## src/rtl/vga_dot_render.sv

```systemverilog
// 640x480 VGA timing with a latched DOT_SIZE square and a once-per-CURSOR_DIV-frames cursor tick.
// Optional playfield outline is enabled by defining PLAYFIELD_BORDER_EN.
module vga_dot_render #(
  parameter int unsigned PIX_DIV    = 4,
  parameter logic [9:0]  HPIXELS    = 10'd800,
  parameter logic [9:0]  VLINES     = 10'd521,
  parameter logic [9:0]  HPULSE     = 10'd96,
  parameter logic [9:0]  VPULSE     = 10'd2,
  parameter logic [9:0]  HBP        = 10'd144,
  parameter logic [9:0]  HFP        = 10'd784,
  parameter logic [9:0]  VBP        = 10'd31,
  parameter logic [9:0]  VFP        = 10'd511,
  parameter logic [9:0]  DOT_SIZE   = 10'd8,
  parameter int unsigned CURSOR_DIV = 2,
  parameter logic [7:0]  DOT_COLOR  = 8'hE0,
  parameter logic [7:0]  BG_COLOR   = 8'h00
`ifdef PLAYFIELD_BORDER_EN
  ,
  parameter logic [7:0]  BORDER_COLOR = 8'h1C,
  parameter logic [9:0]  X_LO         = 10'd234,
  parameter logic [9:0]  X_HI         = 10'd694,
  parameter logic [9:0]  Y_LO         = 10'd111,
  parameter logic [9:0]  Y_HI         = 10'd431
`endif
) (
  input  logic       clk,
  input  logic       clr,
  input  logic [9:0] dot_x,
  input  logic [9:0] dot_y,
  output logic       hsync,
  output logic       vsync,
  output logic [2:0] red,
  output logic [2:0] green,
  output logic [1:0] blue,
  output logic       clk_cursor,
  output logic       prev_clk_cursor
);

  localparam int PCW = (PIX_DIV > 1) ? $clog2(PIX_DIV) : 1;
  localparam int FCW = $clog2(CURSOR_DIV);
  localparam logic [PCW-1:0] PIX_LAST = PCW'(PIX_DIV - 1);
  localparam logic [PCW-1:0] PIX_ONE  = PCW'(1);
  localparam logic [FCW-1:0] F_LAST   = FCW'(CURSOR_DIV - 1);
  localparam logic [FCW-1:0] F_ONE    = FCW'(1);
  localparam logic [9:0]     HC_LAST  = HPIXELS - 10'd1;
  localparam logic [9:0]     VC_LAST  = VLINES - 10'd1;
  localparam logic [9:0]     VC_LATCH = VFP - 10'd1;
  // Reset dot position is the centre of the active window.
  localparam logic [10:0]    DX_SUM   = {1'b0, HBP} + {1'b0, HFP};
  localparam logic [10:0]    DY_SUM   = {1'b0, VBP} + {1'b0, VFP};
  localparam logic [9:0]     DX_RST   = DX_SUM[10:1];
  localparam logic [9:0]     DY_RST   = DY_SUM[10:1];

  logic [PCW-1:0] r_pix_cnt;
  logic [9:0]     r_hc;
  logic [9:0]     r_vc;
  logic [FCW-1:0] r_frame;
  logic [9:0]     r_dx;
  logic [9:0]     r_dy;
  logic           r_hsync;
  logic           r_vsync;
  logic [7:0]     r_rgb;
  logic           r_cursor;
  logic           r_prev_cursor;

  logic           w_pix_en;
  logic           w_h_last;
  logic           w_v_last;
  logic           w_active;
  logic           w_dot;
  logic [10:0]    w_dx_end;
  logic [10:0]    w_dy_end;
  logic [7:0]     w_color;

  assign w_pix_en = (r_pix_cnt == PIX_LAST);
  assign w_h_last = (r_hc == HC_LAST);
  assign w_v_last = (r_vc == VC_LAST);

  always_ff @(posedge clk or negedge clr) begin
    if (!clr) begin
      r_pix_cnt <= '0;
    end else if (w_pix_en) begin
      r_pix_cnt <= '0;
    end else begin
      r_pix_cnt <= r_pix_cnt + PIX_ONE;
    end
  end

  always_ff @(posedge clk or negedge clr) begin
    if (!clr) begin
      r_hc    <= '0;
      r_vc    <= '0;
      r_frame <= '0;
    end else if (w_pix_en) begin
      if (w_h_last) begin
        r_hc <= '0;
        if (w_v_last) begin
          r_vc    <= '0;
          r_frame <= (r_frame == F_LAST) ? '0 : r_frame + F_ONE;
        end else begin
          r_vc <= r_vc + 10'd1;
        end
      end else begin
        r_hc <= r_hc + 10'd1;
      end
    end
  end

  // Sampled only at the start of bottom blanking so a frame never tears.
  always_ff @(posedge clk or negedge clr) begin
    if (!clr) begin
      r_dx <= DX_RST;
      r_dy <= DY_RST;
    end else if (w_pix_en && w_h_last && (r_vc == VC_LATCH)) begin
      r_dx <= dot_x;
      r_dy <= dot_y;
    end
  end

  assign w_active = (r_hc >= HBP) && (r_hc < HFP) && (r_vc >= VBP) && (r_vc < VFP);
  assign w_dx_end = {1'b0, r_dx} + {1'b0, DOT_SIZE};
  assign w_dy_end = {1'b0, r_dy} + {1'b0, DOT_SIZE};
  assign w_dot    = (r_hc >= r_dx) && ({1'b0, r_hc} < w_dx_end) &&
                    (r_vc >= r_dy) && ({1'b0, r_vc} < w_dy_end);

`ifdef PLAYFIELD_BORDER_EN
  logic w_border;
  assign w_border = (((r_hc == X_LO) || (r_hc == X_HI)) && (r_vc >= Y_LO) && (r_vc <= Y_HI)) ||
                    (((r_vc == Y_LO) || (r_vc == Y_HI)) && (r_hc >= X_LO) && (r_hc <= X_HI));
`endif

  always_comb begin
    w_color = BG_COLOR;
    if (!w_active) begin
      w_color = 8'h00;
    end else if (w_dot) begin
      w_color = DOT_COLOR;
    end
`ifdef PLAYFIELD_BORDER_EN
    else if (w_border) begin
      w_color = BORDER_COLOR;
    end
`endif
  end

  always_ff @(posedge clk or negedge clr) begin
    if (!clr) begin
      r_hsync <= 1'b1;
      r_vsync <= 1'b1;
      r_rgb   <= 8'h00;
    end else if (w_pix_en) begin
      r_hsync <= !(r_hc < HPULSE);
      r_vsync <= !(r_vc < VPULSE);
      r_rgb   <= w_color;
    end
  end

  // Rises one clk after the frame counter reaches its last value, i.e. at hc=vc=0.
  always_ff @(posedge clk or negedge clr) begin
    if (!clr) begin
      r_cursor      <= 1'b0;
      r_prev_cursor <= 1'b0;
    end else begin
      r_cursor      <= (r_frame == F_LAST);
      r_prev_cursor <= r_cursor;
    end
  end

  assign hsync           = r_hsync;
  assign vsync           = r_vsync;
  assign {red, green, blue} = r_rgb;
  assign clk_cursor      = r_cursor;
  assign prev_clk_cursor = r_prev_cursor;

endmodule

```

## config.mk

```make
export PLATFORM = sky130hd
export DESIGN_NAME = vga_dot_render
export DESIGN_NICKNAME = d
export VERILOG_FILES = /design/src/rtl/vga_dot_render.sv
export SDC_FILE = /design/constraint.sdc
export NUM_CORES = 1
export LEC_CHECK = 0
export CAP_MARGIN = 10
export CORE_MARGIN = 2
export CORE_UTILIZATION = 63
export CTS_BUF_LIST = sky130_fd_sc_hd__clkbuf_4
export DETAILED_ROUTE_END_ITERATION = 8
export GPL_TIMING_DRIVEN = 0
export HOLD_SLACK_MARGIN = 0.1
export PLACE_DENSITY = 0.88
export SYNTH_ARGS = -nofsm -noshare
export SYNTH_HDL_FRONTEND = slang
export SYNTH_SLANG_ARGS = --single-unit
```

## constraint.sdc

```tcl
create_clock -name clk -period 4.5 [get_ports clk]
set_input_delay 0.675 -clock clk [delete_from_list [all_inputs] [get_ports clk]]
set_output_delay 0.675 -clock clk [all_outputs]
set_load 0.05 [all_outputs]
```

After elaboration in Yosys (flattened, before gate mapping)
Cells that the tools add are included.

Register bits: 55. Output and inout bits: 12.

$add $sub $neg: 6. Magnitude comparators: 10. Equal/unequal tests: 4. Mux-type cells: 6. Reduce and logical (&&, ||, !) cells: 12.

Operator list (number): 10-bit by 4-bit adder with 11-bit output, second input constant (2); 10-bit by 11-bit < comparator with 1-bit output (2); 10-bit by 1-bit adder with 10-bit output, second input constant (2); 10-bit == test, second input constant (2); 10-bit >= comparator (2); 10-bit 2-to-1 mux (2); 8-bit 2-to-1 mux (2); 10-bit by 9-bit == test with 1-bit output, second input constant (1); 10-bit by 5-bit >= comparator with 1-bit output, second input constant (1); 10-bit by 8-bit >= comparator with 1-bit output, second input constant (1); 10-bit < comparator, second input constant (1); 10-bit by 2-bit < comparator with 1-bit output, second input constant (1); 10-bit by 7-bit < comparator with 1-bit output, second input constant (1); 10-bit by 9-bit < comparator with 1-bit output, second input constant (1); 1-bit logical AND (8); 3-bit AND reduction (1); 2-bit by 1-bit adder with 2-bit output, second input constant (1); 2-bit == test, second input constant (1); 1-bit logical NOT (2); 2-bit 2-to-1 mux (1); 2-bit AND reduction (1); 1-bit adder, second input constant (1); 1-bit 2-to-1 mux (1).

Longest topological paths before layout
Gate-level depths: netlist of run 1.

Depth in word-level cells: 7. Mapped depth: 10. Depth with buffers taken out: 10.

Worst setup path before layout of run 1
No wires, ideal clock.

Kind: register to register. Start: register r_dy[3]. End: register r_rgb[6]. Setup time: 0.101 ns. Data arrival time: 1.968 ns. Required time: 4.399 ns. Setup slack: 2.431 ns. Cell stages (with the launch flop): 10. Path buffers: 0. Period minus slack after synthesis: 2.069 ns. Path through: dfstp_2 ha_1 nand2_1 xnor2_1 ha_1 a21o_1 o2bb2ai_1 nor3_2 o2111ai_1 o32ai_1.

Cells in the longest elaborated chain, start to end: 5. Elaborated cells between the ends (all ways): 7. Classes of those cells: add/sub (1); order compare (2); mux (2); reduce/logical (2).

Ends and longest elaborated chain: from (decl) (RTL line 59) `logic [9:0] r_dy;`; from (signal assigned) (RTL line 116) `r_dy <= dot_y;`; 10-bit by 4-bit adder with 11-bit output / 10-bit >= comparator (equally long branches) (RTL line 122, 124); 10-bit by 11-bit < comparator with 1-bit output / 1-bit logical AND (equally long branches) (RTL line 124, 123); 1-bit logical AND * (RTL line 124) `(r_vc >= r_dy) && ({1'b0, r_vc} < w_dy_end);`; 8-bit 2-to-1 mux * (RTL line 136) `end else if (w_dot) begin`; 8-bit 2-to-1 mux * (RTL line 134) `if (!w_active) begin`; to (signal assigned) (RTL line 154) `r_rgb <= w_color;`; to (decl) (RTL line 62) `logic [7:0] r_rgb;`.

Mark *: on every way between the ends. The rest lies on a longest branch, timed or not. A chain may end at the register's enable or synchronous reset.

==> results of run 1 <==
==> routing by layer <==
layer | part of all wire | track usage | up-vias
met5 | 0 | 0 | -
met4 | 0.022 | 0.105 | 0
met3 | 0.041 | 0.0495 | 16
met2 | 0.48 | 0.406 | 63
met1 | 0.46 | 0.335 | 1195
li1 | - | - | 1200
==> where the power goes <==
part / switching [mW] / internal, mW / total (mW)
combinational: 0.0465 / 0.0466 / 0.0930
clock: 0.141 / 0.116 / 0.257
sequential: 0.0102 / 0.444 / 0.454
==> path summary, 6_finish.rpt <==
kind,startpoint,to
min in group clk,clk_cursor,prev_clk_cursor
max in group asynchronous,clr,hsync
setup / recovery,r_rgb[6],red[2]
setup reg to reg,r_dx[6],r_rgb[6]
hold / removal,clr,r_dy[9]
hold reg to reg,clk_cursor,prev_clk_cursor
==> Yosys cell counts, types with 11 or more instances <==
| cell | instances | area (µm²) |
|---|---|---|
| dfstp_2 | 11 | 289 |
| mux2_2 | 20 | 225 |
| dfrtp_1 | 37 | 926 |
| inv_1 | 27 | 101 |
| nand2_1 | 16 | 60.1 |
| a21oi_1 | 11 | 55.1 |
| nand4_1 | 12 | 75.1 |
| nand3_1 | 13 | 65.1 |
| xnor2_1 | 18 | 158 |
| o21ai_0 | 19 | 95.1 |
| ha_1 | 42 | 526 |
| nor2_1 | 11 | 41.3 |
==> sequential cells by signal, indices dropped and copies added (netlist names) <==
name             flops
r_rgb                1
prev_clk_cursor      1
r_hc                10
r_frame              1
r_dx                10
r_vc                10
r_dy                10
hsync                1
vsync                1
clk_cursor           1
r_pix_cnt            2
==> logic make-up after synthesis <==
group,after synthesis,synth area share
flops,48,0.380
simple gates,81,0.147
compound gates,59,0.116
fa+ha+maj,42,0.164
other cells,1,0.00117
buf+inv,39,0.0614
xor+xnor,21,0.0575
mux,21,0.0735
==> cells in the final DEF (no fill, tap or decap), drive strengths merged, types with 3 or more instances in the layout <==
| master | netlist | layout |
|---|---|---|
| inv | 27 | 27 |
| o21ai | 21 | 21 |
| a21o | 4 | 4 |
| xnor2 | 18 | 18 |
| nor2 | 14 | 14 |
| clkdlybuf4s50 | 0 | 27 |
| nor3 | 5 | 5 |
| conb | 1 | 5 |
| clkbuf | 2 | 7 |
| a21oi | 11 | 11 |
| xor2 | 3 | 3 |
| ha | 42 | 42 |
| nand2 | 16 | 16 |
| nand4 | 12 | 12 |
| dfstp | 11 | 11 |
| a31oi | 3 | 3 |
| mux2 | 20 | 20 |
| nand3 | 14 | 14 |
| and3 | 4 | 4 |
| buf | 10 | 12 |
| a211oi | 6 | 6 |
| dfrtp | 37 | 37 |
| and4 | 3 | 3 |
==> worst max-delay path, stage by stage, from the launching register on <==
cell             delay, ns
dfrtp_1               0.44
buf_4                 0.13
clkdlybuf4s50_1       0.79
==> layout make-up <==
| cell class | instances | area (µm²) | area share |
|---|---|---|---|
| Multi-Input combinational cell | 229 | 1800 | 0.491 |
| Sequential cell | 48 | 1210 | 0.331 |
| Timing Repair Buffer | 29 | 295 | 0.0804 |
| Inverter | 27 | 101 | 0.0276 |
| Buffer | 12 | 95.1 | 0.0259 |
| Tap cell | 67 | 83.8 | 0.0228 |
| Clock inverter | 3 | 42.5 | 0.0116 |
| Clock buffer | 5 | 37.5 | 0.0102 |
==> summary.md, run 1 <==
| Metric | Value |
|---|---|
| Placed cell areas | `3590 µm²` |
| Synth unique cells | `54` |
| DRT Wirelength | `6230 µm` |
| Core area | `4820 µm²` |
| Fmax | `0.416 GHz` |
| Filler cells | `347` |
| Cts bufs inserted | `5` |
| Syn Inst Count | `312` |
| Main synth FF type | `dfrtp_1` |
| Placed cell count | `412` |
| CP startpoint kind | `register` |
| PnR worst setup slack | `2.10 ns` |
| DIE HEIGHT | `75.3 µm` |
| Register-to-register setup slack | `2.19 ns` |
| Share of the yosys chip area belonging to registers | `0.380` |
| Power density cells | `219 nW/µm²` |
| Critical Path AT | `1.73 ns` |
| Initial Util | `0.664` |
| MaxCap Viol Count | `0` |
| Ports | `34` |
| Cts repair resizes | `0` |
| Reg2reg path depth | `10` |
| Post-route DRC | `0` |
| Cell area after layout | `3670 µm²` |
| CTS Hold Buffers Added | `0` |
| Peak supply drop | `177 µV` |
| Row count | `25` |
| CTS tree | `yes` |
| Static leakage | `1.69 nW` |
| Post-DR vias/cell | `5.89` |
| GPL Wtd Cong | `0.827` |
| Clock Latency Late Sink | `0.37 ns` |
| Tmin final | `2.40 ns` |
| CTS Buffer Depth | `2` |
| Final hold vios | `0` |
| Clock sinks | `48` |
| Status | `completed` |
| Worst EP required | `3.83 ns` |
| Layout area overhead | `14.8%` |
| Synth Register Bits | `48` |
| Worst Hold Class | `in -> async` |
| Setup TNS | `0 ns` |
| Avg Synthesized Cell Area | `10.3 µm²` |
| RSZ-0062 raised after global routing | `false` |
| Antenna diodes | `0` |
| Worst hold slack | `0.215 ns` |
| PortBufs | `28` |
| Routed wire per std cell | `14.8 µm` |
| Final ANT Viol Nets | `0` |
| First-pass GRT wire length | `10,900 µm` |
| Skew final | `0.0146 ns` |
| Iter 0 DRT Violations | `193` |
| Pin count of the biggest net entering global routing | `32` |
| Kind of critical path | `reg -> out` |
| Critical-path maximum fanout | `4` |
| Setup bufs post-CTS | `0` |
| Power consumption | `0.804 mW` |
| Fin. max-slew vios | `0` |
| CTS root buffer | `clkbuf_4` |
| Htree depth | `2` |
| Die Span X | `75.3 µm` |
| Initial antenna violation count | `0` |
| Vias | `2,474` |
| Ratio of cells with drive above 1 in the final layout | `0.170` |
| Vias in the first global route | `2,425` |
| Post-synthesis async set-or-reset flop share | `1.00` |
| Fin nets | `416` |
| Non-Filler Instances | `420` |
| Final core utilization | `0.763` |
| Post-synth EDFFs | `0` |
| GRT overflow | `0` |
| Detailed placement HPWL | `4800 µm` |
| Syn. warnings | `0` |
| Worst-path clk slew | `0.14 ns` |
| Die Area | `5660 µm²` |
| Fin crit share | `0.534` |
| Drt first pass iters | `4` |
| Critical path capture point type | `output pin` |
| Pre-CTS WS | `2.23 ns` |
| Tot GR Track Use | `0.252` |
| Final setup violation count | `0` |
| Mapped cell area | `3200 µm²` |
Power figures use the tool's default switching activity.
==> run 2, diff against run 1 <==
CORE_UTILIZATION = 53   (was 63)
PLACE_DENSITY = 0.78   (was 0.88)
clock period = 1.95 ns   (was 4.5 ns; I/O delays follow)
==> run 2 against run 1 <==
Net effect: cell count is 4.5% higher; final area grew 5.3%; via count increased by 1.1%; sequential power increased by 130%; worst setup slack worse by 2.3 ns; sequential share of layout area fell by 1.4 points; clock power increased to 2.5 times the previous value; global-route usage is 3.6 points lower; critical path type is now reg -> reg; critical path depth up 7; largest power group unchanged; clock skew about the same; the run now ends with negative setup slack left.
==> summary.md, run 2 (synthesis results as in run 1) <==
| Metric | Value |
|---|---|
| Worst Hold Class | `in -> async (unchanged)` |
| CTS Buffer Depth | `2 (unchanged)` |
| Skew final | `0.0147 ns (was 0.0146 ns)` |
| Ports | `34 (unchanged)` |
| First-pass GRT wire length | `11,100 µm (was 10,900 µm)` |
| GRT overflow | `0 (unchanged)` |
| Relative slew slack | `0.627` |
| Row count | `28 (was 25)` |
| Clock sinks | `48 (unchanged)` |
| PnR worst setup slack | `-0.230 ns (was 2.10 ns)` |
| FF-to-FF Start | `r_dy[8] (was r_dx[6])` |
| Fmax | `0.459 GHz` |
| Iter 0 DRT Violations | `143 (was 193)` |
| RSZ-0062 raised after global routing | `true (was false)` |
| Die Span X | `81.7 µm (was 75.3 µm)` |
| Die Area | `6670 µm² (was 5660 µm²)` |
| Fin nets | `427 (was 416)` |
| Peak supply drop | `266 µV (was 177 µV)` |
| Ratio of cells with drive above 1 in the final layout | `0.255 (was 0.170)` |
| Register-to-register setup slack | `-0.23 ns (was 2.19 ns)` |
| Cts bufs inserted | `5 (unchanged)` |
| Worst r2r dst | `r_rgb[6] (unchanged)` |
| Worst hold slack | `0.393 ns (was 0.215 ns)` |
| Initial Util | `0.544 (was 0.664)` |
| Status | `complete, but fails checks (was completed)` |
| GPL Wtd Cong | `0.807 (was 0.827)` |
| Antenna diodes | `0 (unchanged)` |
| MaxCap Viol Count | `0 (unchanged)` |
| Tot GR Track Use | `0.217 (was 0.252)` |
| Detailed placement HPWL | `4810 µm (was 4800 µm)` |
| Drt first pass iters | `5 (was 4)` |
| Vias | `2,501 (was 2,474)` |
| Most frequent cells in the layout | `ha_1, dfrtp_1, inv_1 (was ha_1, dfrtp_1, inv_1, clkdlybuf4s50_1, mux2_2)` |
| Power density cells | `495 nW/µm² (was 219 nW/µm²)` |
| Post-route DRC | `0 (unchanged)` |
| Post-DR vias/cell | `5.70 (was 5.89)` |
| Kind of critical path | `reg -> reg (was reg -> out)` |
| PortBufs | `28 (unchanged)` |
| Pin count of the biggest net entering global routing | `28 (was 32)` |
| Final setup violation count | `3 (was 0)` |
| Htree depth | `2 (unchanged)` |
| Core area | `5890 µm² (was 4820 µm²)` |
| Most common cell after layout, fill and taps aside | `ha_1 (unchanged)` |
| Critical-path maximum fanout | `3 (was 4)` |
| Worst-path clk slew | `0.16 ns (was 0.14 ns)` |
| Reg2reg path depth | `9 (was 10)` |
| Worst EP required | `2.26 ns (was 3.83 ns)` |
| Initial antenna violation count | `0 (unchanged)` |
| Fin. max-slew vios | `0 (unchanged)` |
| Critical Path AT | `2.49 ns (was 1.73 ns)` |
| CTS root buffer | `clkbuf_4 (unchanged)` |
| Final hold vios | `0 (unchanged)` |
| Tmin final | `2.18 ns` |
| Final core utilization | `0.657 (was 0.763)` |
| DIE HEIGHT | `81.7 µm (was 75.3 µm)` |
| Power consumption | `1.92 mW (was 0.804 mW)` |
| Failing checks | `negative setup slack` |
| Static leakage | `1.76 nW (was 1.69 nW)` |
| Layout area overhead | `20.9% (was 14.8%)` |
| Actual slew at the worst max-slew pin | `0.559 ns` |
| Vias in the first global route | `2,380 (was 2,425)` |
| CTS tree | `yes (unchanged)` |
| Routed wire per std cell | `15.5 µm (was 14.8 µm)` |
| Final ANT Viol Nets | `0 (unchanged)` |
| Fin crit share | `1.12` |
| CP startpoint kind | `register (unchanged)` |
| Clock Latency Late Sink | `0.39 ns (was 0.37 ns)` |
| Critical path capture point type | `register (was output pin)` |
| DRT Wirelength | `6810 µm (was 6230 µm)` |
run 2: cell types whose count changed in the layout (fill, tap and decap cells not counted), sizes merged:
cell	previous run	this run
buf	12	22
clkdlybuf4s50	27	22
dlygate4sd2	0	5
clkinv	2	0
clkinvlp	0	1
dlygate4sd3	0	1
inv	27	28
run 2: per-stage QoR:
| stage | cell area, µm² | setup TNS, ns | worst slack (ns) | cells |
|---|---|---|---|---|
| floorplan | 3230 | -0.0139 | -0.0139 | 316 |
| global placement | 3600 | -32.97 | -0.793 | 419 |
| detailed placement | 3620 | -1.70 | -0.270 | 420 |
| CTS | 3770 | -0.225 | -0.225 | 435 |
| global route | 3870 | -0.784 | -0.333 | 439 |
| finish | 3870 | -0.249 | -0.230 | 439 |
run 2: area by class of cell:
cell class	count	area (µm²)
repair buffers	40	378
inverters	27	101
well taps	75	93.8
flip-flops and latches	48	1220
fillers	464	2020
clock inverters	3	46.3
multi-input cells	229	1890
clock buffers	5	37.5
plain buffers	12	95.1
run 2: worst max-delay path by stage:
stage / depth (start not counted) / start / slack (ns) / end
3_3_place_gp: 1 / clr / -0.79 / r_dy[6]
6_report: 9 / r_dy[8] / -0.23 / r_rgb[6]
4_1_cts: 9 / r_dy[8] / -0.22 / r_rgb[6]
2_1_floorplan: 9 / r_dy[3] / -0.01 / r_rgb[6]
3_5_place_dp: 10 / r_dx[6] / -0.27 / r_rgb[6]
5_1_grt: 9 / r_dy[8] / -0.33 / r_rgb[6]
run 2: report_power, final:
part	switching [mW]	total [mW]	internal (mW)	leakage, nW
sequential	0.0218	1.05	1.03	0.581
clock	0.368	0.643	0.274	0.0418
combinational	0.111	0.226	0.115	1.14
run 2: worst max-delay path, stage by stage (launching register included):
cell	delay [ns]
dfstp_2	0.58
and4_4	0.23
nand2_2	0.06
xnor2_1	0.12
ha_1	0.29
a21o_1	0.18
o2bb2ai_1	0.13
nor3_2	0.11
o2111ai_1	0.15
o32ai_2	0.27
run 2: routing by layer:
layer	up-vias	global-route usage	routed length, µm	part of all wire
met1	1220	0.294	3100	0.46
met2	52	0.351	3310	0.49
met3	8	0.0374	286	0.042
met4	0	0.0750	105	0.015
li1	1221	-	-	-
met5	-	0	0	0
run 2: timing repair:
action | 4_1_cts | 5_1_grt
endpoints found under the hold margin | 15 | 0
setup endpoints to repair | 32 | 33
gates resized for setup | 14 | 18
hold buffers | 1 | 0
buffers inserted | 6 | 4
pin swaps | 1 | 6
==> run 3, diff against run 2 <==
GPL_ROUTABILITY_DRIVEN = 1   (was unset)
==> results of run 3 <==
Final layout, timing and power as in run 2 (identical DEF).
